==> src/rtl/if_stage_defines.sv <==
// Shared width and encoding macros for the fetch datapath.
`ifndef IF_STAGE_DEFINES_SV
`define IF_STAGE_DEFINES_SV

`define AddrLen     31:0
`define InstLen     31:0
`define ZERO_WORD   32'h0000_0000
`define ChipEnable  1'b1
`define ChipDisable 1'b0

`endif

==> src/rtl/if_stage_pkg.sv <==
// Types and helpers shared by the instruction fetch stage and its queue.
package if_stage_pkg;

  localparam int unsigned ADDR_W = 32;
  localparam int unsigned INST_W = 32;

  // One fetched word together with the address it came from.
  typedef struct packed {
    logic [ADDR_W-1:0] pc;
    logic [INST_W-1:0] inst;
  } fetch_entry_t;

  // Sequential successor of a word address; wraps naturally at 2^32.
  function automatic logic [ADDR_W-1:0] pc_plus4(input logic [ADDR_W-1:0] pc);
    return pc + ADDR_W'(4);
  endfunction

endpackage

==> src/rtl/if_stage_fetch_queue.sv <==
// Register-based circular buffer decoupling ROM fetch from decode.
`ifndef IF_STAGE_DEFINES_SV
`include "if_stage_defines.sv"
`endif

module fetch_queue
  import if_stage_pkg::*;
#(
  parameter int unsigned QDEPTH = 2
) (
  input  logic                      clk,
  input  logic                      rst,
  input  logic                      push,
  input  logic                      pop,
  input  logic                      flush,
  input  fetch_entry_t              wdata,
  output fetch_entry_t              head,
  output logic [$clog2(QDEPTH):0]   count
);

  localparam int unsigned PW = $clog2(QDEPTH);
  localparam int unsigned CW = PW + 1;

  fetch_entry_t  mem [QDEPTH];
  logic [PW-1:0] rd_ptr;
  logic [PW-1:0] wr_ptr;
  logic          do_push;
  logic          do_pop;

  // Flush and reset suppress any same-cycle push/pop.
  assign do_push = push & ~flush & ~rst;
  assign do_pop  = pop  & ~flush & ~rst;

  // Head entry is a plain register read; the caller masks it when empty.
  assign head = mem[rd_ptr];

  // Pointer and occupancy bookkeeping; power-of-two depth wraps naturally.
  always_ff @(posedge clk) begin
    if (rst || flush) begin
      rd_ptr <= '0;
      wr_ptr <= '0;
      count  <= '0;
    end else begin
      if (do_push) wr_ptr <= wr_ptr + PW'(1);
      if (do_pop)  rd_ptr <= rd_ptr + PW'(1);
      if (do_push && !do_pop)      count <= count + CW'(1);
      else if (!do_push && do_pop) count <= count - CW'(1);
    end
  end

  // Entry storage; contents need no reset because count gates visibility.
  always_ff @(posedge clk) begin
    if (do_push) mem[wr_ptr] <= wdata;
  end

endmodule

==> src/rtl/if_stage.sv <==
// Instruction fetch: pc register, ROM request and fetch queue toward decode.
`ifndef IF_STAGE_DEFINES_SV
`include "if_stage_defines.sv"
`endif

module if_stage
  import if_stage_pkg::*;
#(
  parameter logic [31:0] RESET_PC = 32'h0000_0000,
  parameter int unsigned QDEPTH   = 2
) (
  input  logic             clk,
  input  logic             rst,
  input  logic             br_taken,
  input  logic [`AddrLen]  br_target,
  output logic             rom_ce,
  output logic [`AddrLen]  rom_addr,
  input  logic [`InstLen]  rom_inst,
  output logic             id_valid,
  output logic [`AddrLen]  id_pc,
  output logic [`InstLen]  id_inst,
  input  logic             id_ready
);

  localparam int unsigned CW = $clog2(QDEPTH) + 1;

  logic [ADDR_W-1:0] pc;
  logic [CW-1:0]     count;
  fetch_entry_t      head;
  fetch_entry_t      wdata;
  logic              has_entry;
  logic              full;
  logic              push;
  logic              pop;

  // Queue status and the handshake to decode.
  assign has_entry = (count != '0) & ~rst;
  assign full      = (count == CW'(QDEPTH));
  assign id_valid  = has_entry & ~br_taken;
  assign pop       = id_valid & id_ready;

  // Fetch whenever a slot is free or one is being freed this cycle.
  assign push     = ~rst & ~br_taken & (~full | pop);
  assign rom_ce   = push ? `ChipEnable : `ChipDisable;
  assign rom_addr = pc;

  assign id_pc   = has_entry ? head.pc   : `ZERO_WORD;
  assign id_inst = has_entry ? head.inst : `ZERO_WORD;

  assign wdata.pc   = pc;
  assign wdata.inst = rom_inst;

  // Program counter: reset, redirect, then sequential advance on fetch.
  always_ff @(posedge clk) begin
    if (rst) begin
      pc <= RESET_PC;
    end else if (br_taken) begin
      pc <= br_target & ~ADDR_W'(3);
    end else if (push) begin
      pc <= pc_plus4(pc);
    end
  end

  fetch_queue #(
    .QDEPTH (QDEPTH)
  ) u_fetch_queue (
    .clk   (clk),
    .rst   (rst),
    .push  (push),
    .pop   (pop),
    .flush (br_taken),
    .wdata (wdata),
    .head  (head),
    .count (count)
  );

endmodule

==> config.mk <==
export PLATFORM = sky130hd
export DESIGN_NAME = if_stage
export DESIGN_NICKNAME = d
export VERILOG_FILES = /design/src/rtl/if_stage_pkg.sv /design/src/rtl/if_stage_fetch_queue.sv /design/src/rtl/if_stage.sv
export VERILOG_INCLUDE_DIRS = /design/src /design/src/rtl
export SDC_FILE = /design/constraint.sdc
export NUM_CORES = 1
export LEC_CHECK = 0
export ABC_AREA = 1
export CORE_MARGIN = 2
export CORE_UTILIZATION = 53
export CTS_BUF_LIST = sky130_fd_sc_hd__clkbuf_8
export DETAILED_ROUTE_END_ITERATION = 7
export PLACE_DENSITY = 0.86
export SLEW_MARGIN = 25
export SYNTH_ARGS = -nofsm -noshare
export SYNTH_HDL_FRONTEND = slang
export SYNTH_HIERARCHICAL = 1
export SYNTH_SLANG_ARGS = --single-unit
==> constraint.sdc <==
create_clock -name clk -period 7 [get_ports clk]
set_input_delay 1.75 -clock clk [delete_from_list [all_inputs] [get_ports clk]]
set_output_delay 1.75 -clock clk [all_outputs]
set_load 0.05 [all_outputs]
==> Implementation_results.wiki, run 1 <==
{| class="wikitable"
! Metric !! Value
|-
| Status || finished, final reports clean
|-
| Number of enable flip-flop cells after synthesis || 128
|-
| Data required time at the worst endpoint || 5250 ps
|-
| Diode count || 0
|-
| P_leak || 3.91 nW
|-
| Leading post-synthesis cells by cell area || sky130_fd_sc_hd__edfxtp_1 (49%), sky130_fd_sc_hd__mux2_4 (11%), sky130_fd_sc_hd__dfxtp_1 (8.9%)
|-
| Final cell area excluding filler cells || 10100 µm²
|-
| Area overhead of the layout relative to synthesis || 28.2%
|-
| Sequential share of the synthesized area || 57.5%
|-
| Total iterations of the first detailed-routing run || 5
|-
| Post_cts resized || 0
|-
| Initial Utilization || 54.4%
|-
| Setup repair after global routing missed its margin || no
|-
| Die width || 126 µm
|-
| Netlist cell types || 43
|-
| GRT Residual Overflow || 0
|-
| Share of the cycle needed by the critical path after routing || 82.5%
|-
| Post-layout min period || 5780 ps
|-
| Slew Viols, Final || 0
|-
| Number of violations reported at the end of detailed-routing iteration 0 || 449
|-
| Setup TNS Final || 0 ps
|-
| Max FO, Critical Path || 29
|-
| Total cell area at the placement stage || 9610 µm²
|-
| Slew of the pin with the lowest slew margin || 750 ps
|-
| Total count of hold-check failures in the final report || 0
|-
| Per-instance average area after synthesis || 10.8 µm²
|-
| Setup violators final || 0
|-
| Height of the chip || 126 µm
|-
| Max frequency || 173 MHz
|-
| Register bit total from synthesis || 163
|-
| Drc violations || 0
|-
| Total GRT Usage || 21.9%
|-
| Number of top-level pins || 166
|-
| Post-DRT Antenna Nets || 0
|-
| Net count reported at finish || 966
|-
| Cell Count Post-Placement || 1059
|-
| Final Non-Filler Cells || 1093
|-
| Sum of routed wire length over all layers || 17.4 mm
|-
| Largest voltage drop on the vdd net || 0.000109 V
|-
| Post-Syn Area || 7900 µm²
|-
| Post-synthesis async set-or-reset flop share || 0%
|-
| Share of Yosys cell area claimed by the top area cell type || 48.6%
|-
| Design Power || 0.00210 W
|-
| Largest clock skew in the final design || 21.5 ps
|-
| I/O Buffers || 161
|-
| Maximum count of clock buffers along a single path || 2
|-
| Largest net degree at the start of global routing || 67
|-
| Type of the worst setup path || in2out
|-
| Level count of the clock H-tree || 4
|-
| Cell area power density || 207 nW/µm²
|-
| Utilization after layout || 69.7%
|-
| Global-route wire length before repair || 26.9 mm
|-
| Worst EP arrival || 4030 ps
|-
| Total via count in the routed design || 5663
|-
| Number of antenna violations at the first check in global routing || 0
|-
| Via-per-instance ratio || 5.18
|-
| Fraction of layout instances using a drive strength above 1 || 16.2%
|-
| DIE AREA || 15900 µm²
|-
| Startpoint type of the worst setup path || input pin
|-
| Routed length per placed instance || 15.9 µm
|-
| Max-capacitance violation count || 0
|-
| Cts-stage hold buffer count || 0
|-
| Half-perimeter wire length after placement || 11.7 mm
|-
| Core box area || 14500 µm²
|-
| Number of CTS-inserted buffers || 17
|-
| Gpl congestion || 0.904
|-
| Yosys warns || 6
|-
| Max transition margin || 50.0%
|-
| Post-CTS setup buffer count || 0
|-
| Post-Synthesis Cells || 729
|-
| Commonest register cell after synthesis || sky130_fd_sc_hd__edfxtp_1
|-
| Standard-cell row count || 44
|-
| Clock-pin transition on the worst setup and hold timing paths || 80 ps
|-
| Worst min path class || reg2reg
|-
| Type of destination of the critical path || output pin
|-
| Library cell used as clock root buffer || sky130_fd_sc_hd__clkbuf_8
|-
| Vias in the first global route || 5307
|-
| Count of clock tree sinks || 163
|-
| Insertion delay of the later-clocked pin in the worst-skew pair || 460 ps
|-
| Synth area leader || sky130_fd_sc_hd__edfxtp_1
|-
| Clock tree from TritonCTS || done
|}
[worst paths after layout]
path | from | endpoint | slack, ps | cells past startpoint
setup / recovery | rst | rom_ce | 1220 | 6
hold / removal | rom_addr[31] | u_fetch_queue/mem[1][63] | 540 | 0
setup reg to reg | u_fetch_queue/count[0] | u_fetch_queue/mem[0][25] | 4230 | 7
hold reg to reg | rom_addr[31] | u_fetch_queue/mem[1][63] | 540 | 0
[cells in the final DEF (no fill, tap or decap), drive strengths merged, types with 2 or more instances in the layout]
master	Yosys	final
mux2	64	64
a21oi	28	28
clkdlybuf4s50	0	161
o32ai	2	2
o22ai	2	2
buf	23	10
nand4	3	3
inv	114	115
edfxtp	128	128
ha	2	2
a31oi	4	4
conb	1	6
nand3	34	34
nand2	125	125
xnor2	2	2
bufinv	0	6
or2	2	2
xor2	4	4
o31ai	2	2
clkinv	0	8
o221ai	2	2
nor3	7	7
o21ai	15	15
nor2	118	118
dfxtp	35	35
o211ai	2	2
clkbuf	5	17
[cells by family after synthesis]
logic type	synth area share [%]
flops	57.5
mux	12.0
fa+ha+maj	0.317
xor+xnor	0.665
compound gates	4.61
buf+inv	8.57
simple gates	16.3
other cells	0.0475
[where the power goes]
group,internal [W],leakage [nW],switching [W]
clock network,0.000458,0.244,0.000339
registers,0.00106,1.44,0.0000274
logic,0.0000874,2.23,0.000125
total,0.00161,3.91,0.000491
[cell usage after synthesis (all sizes together) (3+ instances only)]
master  instances
nor3            7
xor2            4
a31oi           4
inv           114
nand4           3
dfxtp          35
o21ai          15
a21oi          28
buf            23
edfxtp        128
nand3          34
nor2          118
mux2           64
nand2         125
clkbuf          5
[worst max-delay path, stage by stage]
cell                              delay [ps]
sky130_fd_sc_hd__clkdlybuf4s50_1         430
sky130_fd_sc_hd__buf_4                   250
sky130_fd_sc_hd__nor2_2                  120
sky130_fd_sc_hd__nand2_2                 240
sky130_fd_sc_hd__inv_4                   340
sky130_fd_sc_hd__clkdlybuf4s50_1         870
[cell type report]
class                      instances  area (µm²)
clock inverter                    15         239
inverter                         114         430
clock buffer                      17         234
fill                            1034        4400
tap                              184         230
sequential                       163        4550
multi-input combinational        429        2730
timing repair buffer             171        1730
[routing by layer]
metal / vias up / GRT usage (%) / routed length [µm]
li1: 2737 / - / -
met1: 2625 / 27.6 / 7010
met2: 267 / 37.1 / 8600
met3: 34 / 4.72 / 1360
met4: 0 / 8.08 / 391
met5: - / 0 / 0
[sequential cells by signal, summed over array words and instances (netlist names), named ones only]
name / flops
rom_addr: 30
u_fetch_queue/mem: 128
u_fetch_queue/wr_ptr: 1
u_fetch_queue/count: 2
u_fetch_queue/rd_ptr: 1
[metrics by stage]
step	hold WS [ps]	setup WS (ps)
detailed placement	511	1250
global placement	502	1240
global route	559	1140
finish	536	1220
CTS	539	1250
floorplan	476	1140
No activity file was read; power rests on OpenSTA's default activity.
==> inputs of run 2 (changes only) <==
--- a/config.mk
+++ b/config.mk
@@ -8,10 +8,10 @@
 export LEC_CHECK = 0
 export ABC_AREA = 1
 export CORE_MARGIN = 2
-export CORE_UTILIZATION = 53
+export CORE_UTILIZATION = 48
 export CTS_BUF_LIST = sky130_fd_sc_hd__clkbuf_8
 export DETAILED_ROUTE_END_ITERATION = 7
-export PLACE_DENSITY = 0.86
+export PLACE_DENSITY = 0.82
 export SLEW_MARGIN = 25
 export SYNTH_ARGS = -nofsm -noshare
 export SYNTH_HDL_FRONTEND = slang
==> constraint.sdc (replaced) <==
create_clock -name clk -period 5 [get_ports clk]
set_input_delay 1.25 -clock clk [delete_from_list [all_inputs] [get_ports clk]]
set_output_delay 1.25 -clock clk [all_outputs]
set_load 0.05 [all_outputs]
==> run 2 against run 1 <==
Via count fell by 1.3%. Core utilization fell by 4.8 points. Clock skew fell by 10 ps. Global-route usage fell by 1.7 points. Sequential share of layout area fell by 1.1 points. Non-clock buffer count fell by 1. Critical path type unchanged. Critical endpoint is now id_pc[18].
==> Implementation_results.wiki, run 2 (synthesis gave the netlist of run 1 again) <==
{| class="wikitable"
! Metric !! Value
|-
| Max frequency || 248 MHz
|-
| R2r worst-path depth || 7
|-
| Register with the highest flop count || u_fetch_queue/mem
|-
| Critical Path Start || rst
|-
| Fraction of layout instances using a drive strength above 1 || 23.3%
|-
| Insertion delay of the later-clocked pin in the worst-skew pair || 460 ps
|-
| Die width || 132 µm
|-
| Type of destination of the critical path || output pin
|-
| Cell area power density || 272 nW/µm²
|-
| Via-per-instance ratio || 4.97
|-
| Global-route wire length before repair || 27.4 mm
|-
| Standard-cell row count || 46
|-
| Total via count in the routed design || 5591
|-
| P_leak || 4.10 nW
|-
| Slew Viols, Final || 0
|-
| FF-to-FF setup slack || 2570 ps
|-
| Slew of the pin with the lowest slew margin || 601 ps
|-
| Half-perimeter wire length after placement || 11.8 mm
|-
| Core box area || 16000 µm²
|-
| Slowest-stage cell, CP || sky130_fd_sc_hd__clkdlybuf4s50_1
|-
| Count of clock tree sinks || 163
|-
| Setup violators final || 0
|-
| Sum of routed wire length over all layers || 17.2 mm
|-
| Cell Count Post-Placement || 1092
|-
| Area of the multi-input gates || 2730 µm²
|-
| Height of the chip || 132 µm
|-
| Largest clock skew in the final design || 11.2 ps
|-
| Initial Utilization || 49.4%
|-
| Total count of hold-check failures in the final report || 0
|-
| Max stage delay on crit path || 490 ps
|-
| M1 WL || 6.86 mm
|-
| Startpoint type of the worst setup path || input pin
|-
| Worst EP arrival || 2780 ps
|-
| Commonest non-fill, non-tap cell in the layout || sky130_fd_sc_hd__edfxtp_1
|-
| Type of the worst setup path || in2out
|-
| I/O Buffers || 161
|-
| GRT Residual Overflow || 0
|-
| Setup repair after global routing missed its margin || no
|-
| Sum of met3 wire segment lengths after detailed routing || 1.21 mm
|-
| Total cell area at the placement stage || 9970 µm²
|-
| Max-capacitance violation count || 0
|-
| CP top delay family || buffers and inverters
|-
| Status || finished, final reports clean
|-
| Total iterations of the first detailed-routing run || 5
|-
| Data required time at the worst endpoint || 3750 ps
|-
| Net count reported at finish || 965
|-
| Clock-pin transition on the worst setup and hold timing paths || 90 ps
|-
| Flip-flop count of the largest register, all copies and words added || 128
|-
| DIE AREA || 17500 µm²
|-
| Total GRT Usage || 20.1%
|-
| Routed length per placed instance || 15.3 µm
|-
| Number of CTS-inserted buffers || 17
|-
| Post_cts resized || 0
|-
| Cts-stage hold buffer count || 0
|-
| Gpl congestion || 0.901
|-
| Level count of the clock H-tree || 4
|-
| Diode count || 0
|-
| Post-layout min period || 4030 ps
|-
| Number of antenna violations at the first check in global routing || 0
|-
| Total length of routed met2 wires || 8.79 mm
|-
| Worst path bufs/invs || 4
|-
| Share of the cycle needed by the critical path after routing || 80.6%
|-
| Worst min path class || reg2reg
|-
| Max FO, Critical Path || 24
|-
| Post-DRT Antenna Nets || 0
|-
| Library cell used as clock root buffer || sky130_fd_sc_hd__clkbuf_8
|-
| Drc violations || 0
|-
| Number of violations reported at the end of detailed-routing iteration 0 || 368
|-
| Vias in the first global route || 5459
|-
| Levels on crit path || 6
|-
| Number of top-level pins || 166
|-
| Fill cell total of the finished layout || 1238
|-
| Most frequent cells in the layout || sky130_fd_sc_hd__edfxtp_1 (128), sky130_fd_sc_hd__nand2_1 (116), sky130_fd_sc_hd__inv_1 (110)
|-
| Area overhead of the layout relative to synthesis || 31.4%
|-
| Post-CTS setup buffer count || 0
|-
| List of cells traversed by the critical path || clkdlybuf4s50_1 -> inv_2 -> o21ai_4 -> buf_4 -> nor2_1 -> buf_12
|-
| Largest net degree at the start of global routing || 65
|-
| Worst reg2reg path endpoint || u_fetch_queue/mem[1][53]
|-
| Final Non-Filler Cells || 1124
|-
| Critical R2R Launch || u_fetch_queue/count[0]
|-
| Highest layer used for signal routing || met4
|-
| Final cell area excluding filler cells || 10400 µm²
|-
| Maximum count of clock buffers along a single path || 2
|-
| Clock tree from TritonCTS || done
|-
| Capturing instance or port of the critical path || id_pc[18]
|-
| Max transition margin || 59.8%
|-
| Register area || 4550 µm²
|-
| Largest voltage drop on the vdd net || 0.000160 V
|}
run 2: cell types whose count changed in the layout (fill, tap and decap cells not counted), sizes merged:
cell / before / now
clkdlybuf4s50: 161 / 95
bufinv: 6 / 3
clkinv: 8 / 6
buf: 10 / 75
clkinvlp: 0 / 2
inv: 115 / 118
run 2: worst register-to-register path, cell delays in order (launching register included):
cell	delay, ps
sky130_fd_sc_hd__dfxtp_1	430
sky130_fd_sc_hd__nand3b_1	160
sky130_fd_sc_hd__nand2_2	230
sky130_fd_sc_hd__inv_4	140
sky130_fd_sc_hd__buf_4	310
sky130_fd_sc_hd__nand2_1	240
sky130_fd_sc_hd__nor2_4	150
sky130_fd_sc_hd__buf_12	280
run 2: worst min-delay path by stage:
stage / startpoint / to / slack [ps] / depth (start not counted)
2_1_floorplan: u_fetch_queue/wr_ptr / u_fetch_queue/wr_ptr / 480 / 2
3_3_place_gp: rom_addr[4] / rom_addr[4] / 510 / 2
3_5_place_dp: rom_addr[31] / u_fetch_queue/mem[0][63] / 510 / 0
4_1_cts: rom_addr[4] / rom_addr[4] / 530 / 2
5_1_grt: rom_addr[31] / u_fetch_queue/mem[0][63] / 550 / 0
6_report: rom_addr[4] / rom_addr[4] / 530 / 2
run 2: routing by layer:
layer,vias up,track usage (%)
met3,23,4.84
met4,0,7.89
met2,219,35.7
met1,2615,23.5
met5,-,0
li1,2734,-
run 2: final cells by class:
| type | count | share of cell area [%] |
|---|---|---|
| well taps | 216 | 2.60 |
| flip-flops and latches | 163 | 43.8 |
| clock inverters | 15 | 1.73 |
| multi-input cells | 429 | 26.2 |
| repair buffers | 170 | 19.2 |
| inverters | 114 | 4.14 |
| clock buffers | 17 | 2.25 |
run 2: through the flow:
| step | hold slack, ps | setup slack, ps | util [%] | total power, W | setup TNS (ps) |
|---|---|---|---|---|---|
| after floorplan | 476 | -358 | - | 0.00172 | -45830 |
| after global placement | 505 | 683 | 62.2 | 0.00185 | 0 |
| after detailed placement | 510 | 929 | 62.3 | 0.00186 | 0 |
| after CTS | 532 | 927 | 64.9 | 0.00284 | 0 |
| after global routing | 548 | 819 | 64.9 | 0.00292 | 0 |
| final | 533 | 968 | 64.9 | 0.00283 | 0 |
run 2: power breakdown:
group / internal [W] / switching, W / total, W
Combinational: 0.000128 / 0.000175 / 0.000303
Clock: 0.000498 / 0.000501 / 0.000998
Sequential: 0.00149 / 0.0000373 / 0.00153
Total: 0.00211 / 0.000713 / 0.00283
==> inputs of run 3 (changes only) <==
==> constraint.sdc (replaced) <==
create_clock -name clk -period 3.6 [get_ports clk]
set_input_delay 0.9 -clock clk [delete_from_list [all_inputs] [get_ports clk]]
set_output_delay 0.9 -clock clk [all_outputs]
set_load 0.05 [all_outputs]
==> run 3 against run 2 <==
Clock skew decreased by 2.5 ps. Die area stayed put. Worst setup slack got worse by 730 ps. Clock-buffer cell count did not move. First-iteration DRC count is 9.2% higher. Global-route usage shrank 0.30 points. Wire length rose by 0.63%. Total power up 36%. Hold slack better by 7.5 ps. Combinational power grew 37%. Sequential power up 39%. Sequential share of layout area grew 1.8 points. Critical path type unchanged. Critical endpoint is now id_inst[18]. Largest cell class unchanged.
==> Implementation_results.wiki, run 3 (synthesis gave the netlist of run 1 again) <==
{| class="wikitable"
! Metric !! Value
|-
| Gpl congestion || 0.897
|-
| Total count of hold-check failures in the final report || 0
|-
| Global-route wire length before repair || 27.0 mm
|-
| Max frequency || 297 MHz
|-
| Half-perimeter wire length after placement || 11.5 mm
|-
| P_leak || 4.00 nW
|-
| Fraction of layout instances using a drive strength above 1 || 23.2%
|-
| Status || finished, final reports clean
|-
| FF-to-FF setup slack || 1540 ps
|-
| Count of clock tree sinks || 163
|-
| Slew Viols, Final || 0
|-
| Worst hold margin || 541 ps
|-
| Post-layout min period || 3360 ps
|-
| Max transition margin || 53.6%
|-
| Height of the chip || 132 µm
|-
| Routed length per placed instance || 15.4 µm
|-
| Drc violations || 0
|-
| Share of the cycle needed by the critical path after routing || 93.5%
|-
| Slew of the pin with the lowest slew margin || 694 ps
|-
| Final Non-Filler Cells || 1123
|-
| M1 WL || 7.20 mm
|-
| GRT Residual Overflow || 0
|-
| Hold path startpoint || u_fetch_queue/wr_ptr
|-
| I/O Buffers || 161
|-
| Worst Hold Path Cells || 2
|-
| Maximum count of clock buffers along a single path || 2
|-
| Number of CTS-inserted buffers || 17
|-
| Setup violators final || 0
|-
| Via-per-instance ratio || 4.93
|-
| Total iterations of the first detailed-routing run || 8
|-
| Number of violations reported at the end of detailed-routing iteration 0 || 402
|-
| Worst hold path endpoint || u_fetch_queue/wr_ptr
|-
| Largest voltage drop on the vdd net || 0.000206 V
|-
| Max FO, Critical Path || 48
|-
| Vias in the first global route || 5262
|-
| Critical R2R Launch || u_fetch_queue/count[0]
|-
| Diode count || 0
|-
| List of cells traversed by the critical path || clkdlybuf4s50_1 -> inv_2 -> o21ai_4 -> buf_12 -> nor2_1 -> buf_4
|-
| Standard-cell row count || 46
|-
| Clock tree from TritonCTS || done
|-
| Area of the multi-input gates || 2730 µm²
|-
| Commonest non-fill, non-tap cell in the layout || sky130_fd_sc_hd__edfxtp_1
|-
| Slowest-stage cell, CP || sky130_fd_sc_hd__clkdlybuf4s50_1
|-
| Net count reported at finish || 964
|-
| Clock-pin transition on the worst setup and hold timing paths || 90 ps
|-
| Register with the highest flop count || u_fetch_queue/mem
|-
| Setup repair after global routing missed its margin || no
|-
| Library cell used as clock root buffer || sky130_fd_sc_hd__clkbuf_8
|-
| Number of antenna violations at the first check in global routing || 0
|-
| Level count of the clock H-tree || 4
|-
| Sum of met3 wire segment lengths after detailed routing || 1.13 mm
|-
| Data required time at the worst endpoint || 2700 ps
|-
| Utilization after layout || 62.4%
|-
| Post_cts resized || 0
|-
| Type of the worst setup path || in2out
|-
| Design Power || 0.00385 W
|-
| Pre-CTS worst setup slack || 286 ps
|-
| Most frequent cells in the layout || sky130_fd_sc_hd__edfxtp_1 (128), sky130_fd_sc_hd__nand2_1 (116), sky130_fd_sc_hd__inv_1 (111)
|-
| Type of destination of the critical path || output pin
|-
| Max stage delay on crit path || 450 ps
|-
| Initial Utilization || 49.4%
|-
| Register area || 4550 µm²
|-
| Cell area power density || 385 nW/µm²
|-
| Number of top-level pins || 166
|-
| Max-capacitance violation count || 0
|-
| Highest layer used for signal routing || met4
|-
| Sum of routed wire length over all layers || 17.3 mm
|-
| Total via count in the routed design || 5531
|-
| Total length of routed met2 wires || 8.69 mm
|-
| Post-CTS setup buffer count || 0
|-
| Core box area || 16000 µm²
|-
| R2r worst-path depth || 6
|-
| Worst EP arrival || 2460 ps
|-
| Final WS setup || 236 ps
|-
| Total GRT Usage || 19.8%
|-
| Die width || 132 µm
|-
| Worst min path class || reg2reg
|-
| Area overhead of the layout relative to synthesis || 26.4%
|-
| Insertion delay of the later-clocked pin in the worst-skew pair || 450 ps
|-
| Largest net degree at the start of global routing || 65
|-
| Startpoint type of the worst setup path || input pin
|-
| DIE AREA || 17500 µm²
|-
| Fill cell total of the finished layout || 1288
|-
| Largest clock skew in the final design || 8.76 ps
|-
| Cell Count Post-Placement || 1091
|-
| Worst reg2reg path endpoint || u_fetch_queue/mem[0][58]
|-
| Cts-stage hold buffer count || 0
|-
| Post-DRT Antenna Nets || 0
|-
| Flip-flop count of the largest register, all copies and words added || 128
|}
==> run 3: cell count changes in the layout (fill, tap and decap cells not counted), sizes merged <==
cell | previous run | this run
buf | 75 | 74
bufinv | 3 | 2
inv | 118 | 119
clkinvlp | 2 | 3
clkinv | 6 | 5
==> run 3: cell type report <==
class | count | area share (%)
clock buffer | 17 | 2.34
multi-input combinational | 429 | 27.3
tap | 216 | 2.71
timing repair buffer | 169 | 16.2
clock inverter | 15 | 1.59
inverter | 114 | 4.31
sequential | 163 | 45.5
==> run 3: metal layers <==
layer | track usage, % | vias up
met5 | 0 | -
li1 | - | 2731
met4 | 7.11 | 0
met2 | 34.6 | 192
met3 | 4.50 | 18
met1 | 24.1 | 2590
==> run 3: power by group <==
part	internal (W)	switching, W
clock	0.000623	0.000691
combinational	0.000170	0.000244
sequential	0.00207	0.0000537
==> run 3: worst max-delay path by stage <==
stage | start | endpoint | slack [ps] | cells after the start
after floorplan | rst | u_fetch_queue/mem[0][0] | -360 | 7
after global placement | rst | id_pc[9] | 320 | 6
after detailed placement | rst | id_inst[18] | 290 | 6
after CTS | rst | id_inst[18] | 280 | 6
after global routing | rst | id_inst[18] | 170 | 6
final | rst | id_inst[18] | 240 | 6
==> run 3: per-stage QoR <==
step / instance area (µm²) / TNS, ps
final: 9990 / 0
after global routing: 9990 / 0
after CTS: 9990 / 0
after detailed placement: 9590 / 0
after global placement: 9590 / 0
after floorplan: 7930 / -46030
==> run 3: worst max-delay path: cells and delay by family <==
kind,cells,cell delay (ps)
AO/OA/AOI/OAI,1,230
buffers and inverters,4,1120
AND/OR/NAND/NOR,1,170
